===== src/rtl/nbody_pkg.sv =====
// nbody_pkg: shared record layouts, field count and loader state encoding
package nbody_pkg;
  localparam int FIELDS_PER_BODY = 5;
  typedef struct packed {
    logic [15:0] mass;
    logic [15:0] pos_x;
    logic [15:0] pos_y;
    logic [15:0] vel_x;
    logic [15:0] vel_y;
  } body_rec_t;
  typedef struct packed {
    logic [15:0] fx;
    logic [15:0] fy;
  } force_t;
  typedef enum logic [2:0] {
    S_IDLE,
    S_COLLECT,
    S_WRITE,
    S_CLEAR,
    S_START,
    S_WAIT,
    S_FINISH
  } load_state_e;
endpackage


===== src/rtl/nbody_field_packer.sv =====
// nbody_field_packer: beat counter and field slots assembling one body record
module nbody_field_packer import nbody_pkg::*; (
  input  logic        clk,
  input  logic        reset_n,
  input  logic        clear_i,
  input  logic        accept_i,
  input  logic [15:0] data_i,
  output body_rec_t   rec_o,
  output logic        done_o
);
  logic [2:0] beat_q, beat_d;
  logic [0:FIELDS_PER_BODY-1][15:0] slot_q, slot_d;
  assign done_o = accept_i && (beat_q == 3'(FIELDS_PER_BODY - 1));
  // slot 0 (mass) lands in the most significant field of the record
  assign rec_o = body_rec_t'(slot_q);
  always_comb begin
    beat_d = beat_q;
    slot_d = slot_q;
    if (clear_i) beat_d = '0;
    else if (accept_i) begin
      slot_d[beat_q] = data_i;
      beat_d = done_o ? '0 : beat_q + 3'd1;
    end
  end
  always_ff @(posedge clk or negedge reset_n) begin
    if (!reset_n) begin
      beat_q <= '0;
      slot_q <= '0;
    end else begin
      beat_q <= beat_d;
      slot_q <= slot_d;
    end
  end
endmodule


===== src/rtl/nbody_body_loader.sv =====
// nbody_body_loader: packs body field beats into RAM records, zeroes forces, then runs the simulator
module nbody_body_loader import nbody_pkg::*; #(
  parameter int N          = 2,
  parameter int ADDR_W     = 15,
  parameter int DATA_W     = 80,
  parameter int BODY_BASE  = 0,
  parameter int FORCE_BASE = 400
) (
  input  logic                   clk,
  input  logic                   reset_n,
  input  logic                   load_go,
  input  logic [15:0]            in_data,
  input  logic                   in_valid,
  output logic                   in_ready,
  output logic [DATA_W-1:0]      ram_data,
  output logic [ADDR_W-1:0]      ram_wraddress,
  output logic                   ram_wren,
  output logic                   sim_start,
  input  logic                   sim_done,
  output logic                   busy,
  output logic                   load_done,
  output logic [$clog2(N+1)-1:0] body_count
);
  localparam int CW = $clog2(N + 1);
  localparam logic [CW-1:0] LAST = CW'(N - 1);
  if (DATA_W != FIELDS_PER_BODY * 16) begin : g_bad_width
    $error("nbody_body_loader: DATA_W must equal 80");
  end
  if (BODY_BASE + N > 2 ** ADDR_W || FORCE_BASE + N > 2 ** ADDR_W ||
      !(BODY_BASE + N <= FORCE_BASE || FORCE_BASE + N <= BODY_BASE)) begin : g_bad_map
    $error("nbody_body_loader: body and force regions overflow or overlap");
  end
  load_state_e state_q, state_d;
  logic [CW-1:0] count_q, count_d, clr_q, clr_d;
  logic [DATA_W-1:0] data_q;
  logic [ADDR_W-1:0] addr_q;
  logic pk_clear, pk_done;
  body_rec_t rec;
  nbody_field_packer u_packer (
    .clk      (clk),
    .reset_n  (reset_n),
    .clear_i  (pk_clear),
    .accept_i (in_valid && in_ready),
    .data_i   (in_data),
    .rec_o    (rec),
    .done_o   (pk_done)
  );
  assign in_ready   = (state_q == S_COLLECT);
  assign busy       = (state_q != S_IDLE);
  assign body_count = count_q;
  // RAM bus holds its last driven value while ram_wren is low
  always_comb begin
    state_d       = state_q;
    count_d       = count_q;
    clr_d         = clr_q;
    pk_clear      = 1'b0;
    ram_wren      = 1'b0;
    ram_data      = data_q;
    ram_wraddress = addr_q;
    sim_start     = 1'b0;
    load_done     = 1'b0;
    case (state_q)
      S_IDLE: if (load_go) begin
        state_d  = S_COLLECT;
        count_d  = '0;
        pk_clear = 1'b1;
      end
      S_COLLECT: state_d = pk_done ? S_WRITE : S_COLLECT;
      S_WRITE: begin
        ram_wren      = 1'b1;
        ram_data      = DATA_W'(rec);
        ram_wraddress = ADDR_W'(BODY_BASE) + ADDR_W'(count_q);
        count_d       = count_q + CW'(1);
        clr_d         = '0;
        state_d       = (count_q == LAST) ? S_CLEAR : S_COLLECT;
      end
      S_CLEAR: begin
        ram_wren      = 1'b1;
        ram_data      = '0;
        ram_wraddress = ADDR_W'(FORCE_BASE) + ADDR_W'(clr_q);
        clr_d         = clr_q + CW'(1);
        state_d       = (clr_q == LAST) ? S_START : S_CLEAR;
      end
      // sim_done is deliberately not looked at here so a stale done cannot end the load
      S_START: begin
        sim_start = 1'b1;
        state_d   = S_WAIT;
      end
      S_WAIT: state_d = sim_done ? S_FINISH : S_WAIT;
      S_FINISH: begin
        load_done = 1'b1;
        state_d   = S_IDLE;
      end
      default: state_d = S_IDLE;
    endcase
  end
  always_ff @(posedge clk or negedge reset_n) begin
    if (!reset_n) begin
      state_q <= S_IDLE;
      count_q <= '0;
      clr_q   <= '0;
      data_q  <= '0;
      addr_q  <= '0;
    end else begin
      state_q <= state_d;
      count_q <= count_d;
      clr_q   <= clr_d;
      data_q  <= ram_data;
      addr_q  <= ram_wraddress;
    end
  end
endmodule


===== config.mk =====
export PLATFORM = sky130hd
export DESIGN_NAME = nbody_body_loader
export DESIGN_NICKNAME = d
export VERILOG_FILES = /design/src/rtl/nbody_pkg.sv /design/src/rtl/nbody_field_packer.sv /design/src/rtl/nbody_body_loader.sv
export SDC_FILE = /design/constraint.sdc
export NUM_CORES = 1
export LEC_CHECK = 0
export CAP_MARGIN = 40
export CORE_MARGIN = 5
export CORE_UTILIZATION = 57
export CTS_CLUSTER_SIZE = 28
export DETAILED_ROUTE_END_ITERATION = 10
export GPL_TIMING_DRIVEN = 0
export HOLD_SLACK_MARGIN = 0.06
export PLACE_DENSITY = 0.95
export SLEW_MARGIN = 20
export SYNTH_ARGS = -nofsm -noshare
export SYNTH_HDL_FRONTEND = slang
export SYNTH_SLANG_ARGS = --single-unit

===== constraint.sdc =====
create_clock -name clk -period 3.2 [get_ports clk]
set_input_delay 0.64 -clock clk [delete_from_list [all_inputs] [get_ports clk]]
set_output_delay 0.64 -clock clk [all_outputs]
set_load 0.05 [all_outputs]

==> flow_summary.toml <==
[placement]
routabilityCongestion = 0.839
dp_hpwl_mm = 13.2
dp_cells = 917
portBuffers = 122

[die]
die_w_um = 124
rows = 41
dieArea_um2 = 15400
die_h_um = 124
num_io_pins = 123
core-area_um2 = 12700
start_util_pct = 58.4

[synthesis]
synth-xor-area-share_pct = 0
yosysTopAreaCell = "dfrtp_1"
syn_nets = 647
yosysTopAreaCellShare_pct = 62.6
avgSynthCellArea_um2 = 11.9
synth_fa_ha_area_share_pct = 0.676
synth_edf_count = 0
synth.most_common_cell = "dfrtp_1"
synth_area_leaders = "dfrtp_1, mux2_2, nand2b_1"
synth_mux_area_share_pct = 12.6
syn_inst = 622
synth_area_um2 = 7400
ys_async_sr_fraction_pct = 100
synth.top_cells.by_count = "dfrtp_1, nand2_1, o21ai_0"
synth_seq_cells = 185
synth_compound_area_share_pct = 7.04
yosysSeqAreaShare_pct = 62.6
synth.distinct_cells = 31
synthSimpleGateAreaFrac_pct = 14.7
synth-main-ff-cell = "dfrtp_1"
synth_top_family_by_area = "simple AND/OR/NAND/NOR gates"
ys_warn_count = 0

[grt]
grt_pass1_vias = 5696
antenna_found_initial = 0
track_usage_pct = 27.0
overflow = 0
grt_max_degree = 99
grt_pass1_wl_mm = 30.6

[hold_path]
hp-class = "in -> async"

[clock_tree]
cts_tree = "done"
cts_hold_buf = 0
cts.sinks = 185
h-tree-depth = 4
cts.path.max_buffers = 2
clock-root-buffer = "clkbuf_16"
cts_inserted_buffers = 17
clkLatencyLatePin_ns = 0.43
clk_pin_slew_worst_paths_ns = 0.07

[route]
dr.first_iter.drc_count = 491
route.detailed.drc = 0
wl_per_cell_um = 20.9
wirelength_mm = 19.8
drt-pass1-iter-count = 5
via_per_inst = 5.75
num_vias = 5448
final_antenna_net_count = 0

[layout]
drive_gt1_share_pct = 29.2
fillers = 835
seq_area_um2 = 4630
multi_input_area_um2 = 2590
antenna_cells = 0
fin_util_pct = 73.0
stdcell_count = 947
synthToLayoutAreaGrowth_pct = 25.0
nets = 788

[timing]
fmax_mhz = 321
period_share_pct = 97.4
relSlewSlack_pct = 56.4
timing.final.crit_period_ns = 3.12
drv_slew = 0
setup_viol = 0
fin_skew_ns = 0.00979
worst-slew-pin-transition_ns = 0.654
final_hold_viol_count = 0
finalSetupTns_ns = 0

[setup_path]
arrival_ns = 2.48
path_class = "reg -> out"
start_kind = "flop"
end_kind = "output pin"
cp_max_fo = 10
cp.required_ns = 2.56

[flow_run]
drv_cap = 0

[status]
status = "finished, final reports clean"
-- placed cells by master (no fill, tap or decap), types with 17 or more instances in the layout --
cell type,count
mux2_2,80
nand2b_1,81
dfrtp_1,185
clkbuf_16,17
clkdlybuf4s15_2,32
o21ai_0,85
clkbuf_1,17
clkbuf_2,26
nand2_1,95
clkdlybuf4s50_1,30
buf_2,40
-- state kept, by name (all words and copies together), names as in the netlist --
register         count
addr_q              15
data_q              80
body_count           2
u_packer.beat_q      3
u_packer.rec_o      80
state_q              3
clr_q                2
-- worst max-delay path, cell delays in order, from the launching register on --
cell	delay (ns)
dfrtp_1	0.49
nand2b_4	0.28
clkbuf_2	0.31
buf_2	0.27
nand2_1	0.11
o21ai_0	0.13
clkdlybuf4s15_2	0.44
-- routing by layer --
layer	routed length [µm]	GRT usage (%)	up-vias	part of all wire, %
li1	-	-	2355	-
met1	7800	33.4	2796	39
met2	10200	45.5	248	51
met3	1240	6.77	49	6.3
met4	584	11.5	0	2.9
met5	0	0	-	0
-- kinds of logic after synthesis --
family,after synthesis
AO/OA/AOI/OAI,99
multiplexers,83
flip-flops,185
AND/OR/NAND/NOR,208
buffers and inverters,43
adder cells (fa/ha/maj),4
-- path summary, 6_finish.rpt --
path                            start  depth (start not counted)  slack, ns                 end
setup / recovery           state_q[2]                          6       0.08        ram_data[13]
hold / removal                reset_n                          1       0.22          addr_q[11]
setup reg to reg           state_q[1]                          6       0.91  u_packer.rec_o[29]
hold reg to reg            addr_q[12]                          1       0.48          addr_q[12]
max in group asynchronous     reset_n                          2       2.08  u_packer.rec_o[42]
min in group clk           addr_q[12]                          1       0.48          addr_q[12]
-- what timing repair did --
| action | 4_1_cts | 5_1_grt |
|---|---|---|
| gates resized for setup | 320 | 122 |
| endpoints found under the setup margin | 98 | 78 |
| buffers inserted | 0 | 0 |
| endpoints found under the hold margin | 0 | 0 |
| gates cloned | 0 | 0 |
-- final cells by class --
| class | instances | share of cell area (%) |
|---|---|---|
| clock inverters | 12 | 1.11 |
| inverters | 5 | 0.203 |
| plain buffers | 37 | 1.92 |
| clock buffers | 19 | 4.79 |
| multi-input cells | 394 | 28.1 |
| repair buffers | 123 | 11.5 |
| flip-flops and latches | 185 | 50.1 |
| well taps | 172 | 2.33 |
-- stage by stage --
stage / hold slack [ns] / cell area, µm² / setup slack, ns
finish: 0.218 / 9250 / 0.0834
floorplan: 0.344 / 7400 / 0.274
global route: 0.267 / 9250 / -0.00441
CTS: 0.238 / 9510 / 0.000481
global placement: 0.458 / 8830 / -5.45
detailed placement: 0.469 / 8870 / -0.671
Power is left out: the tool's default activity adds up to more than one toggle a clock period on the data nets, which glitch-free logic cannot reach.
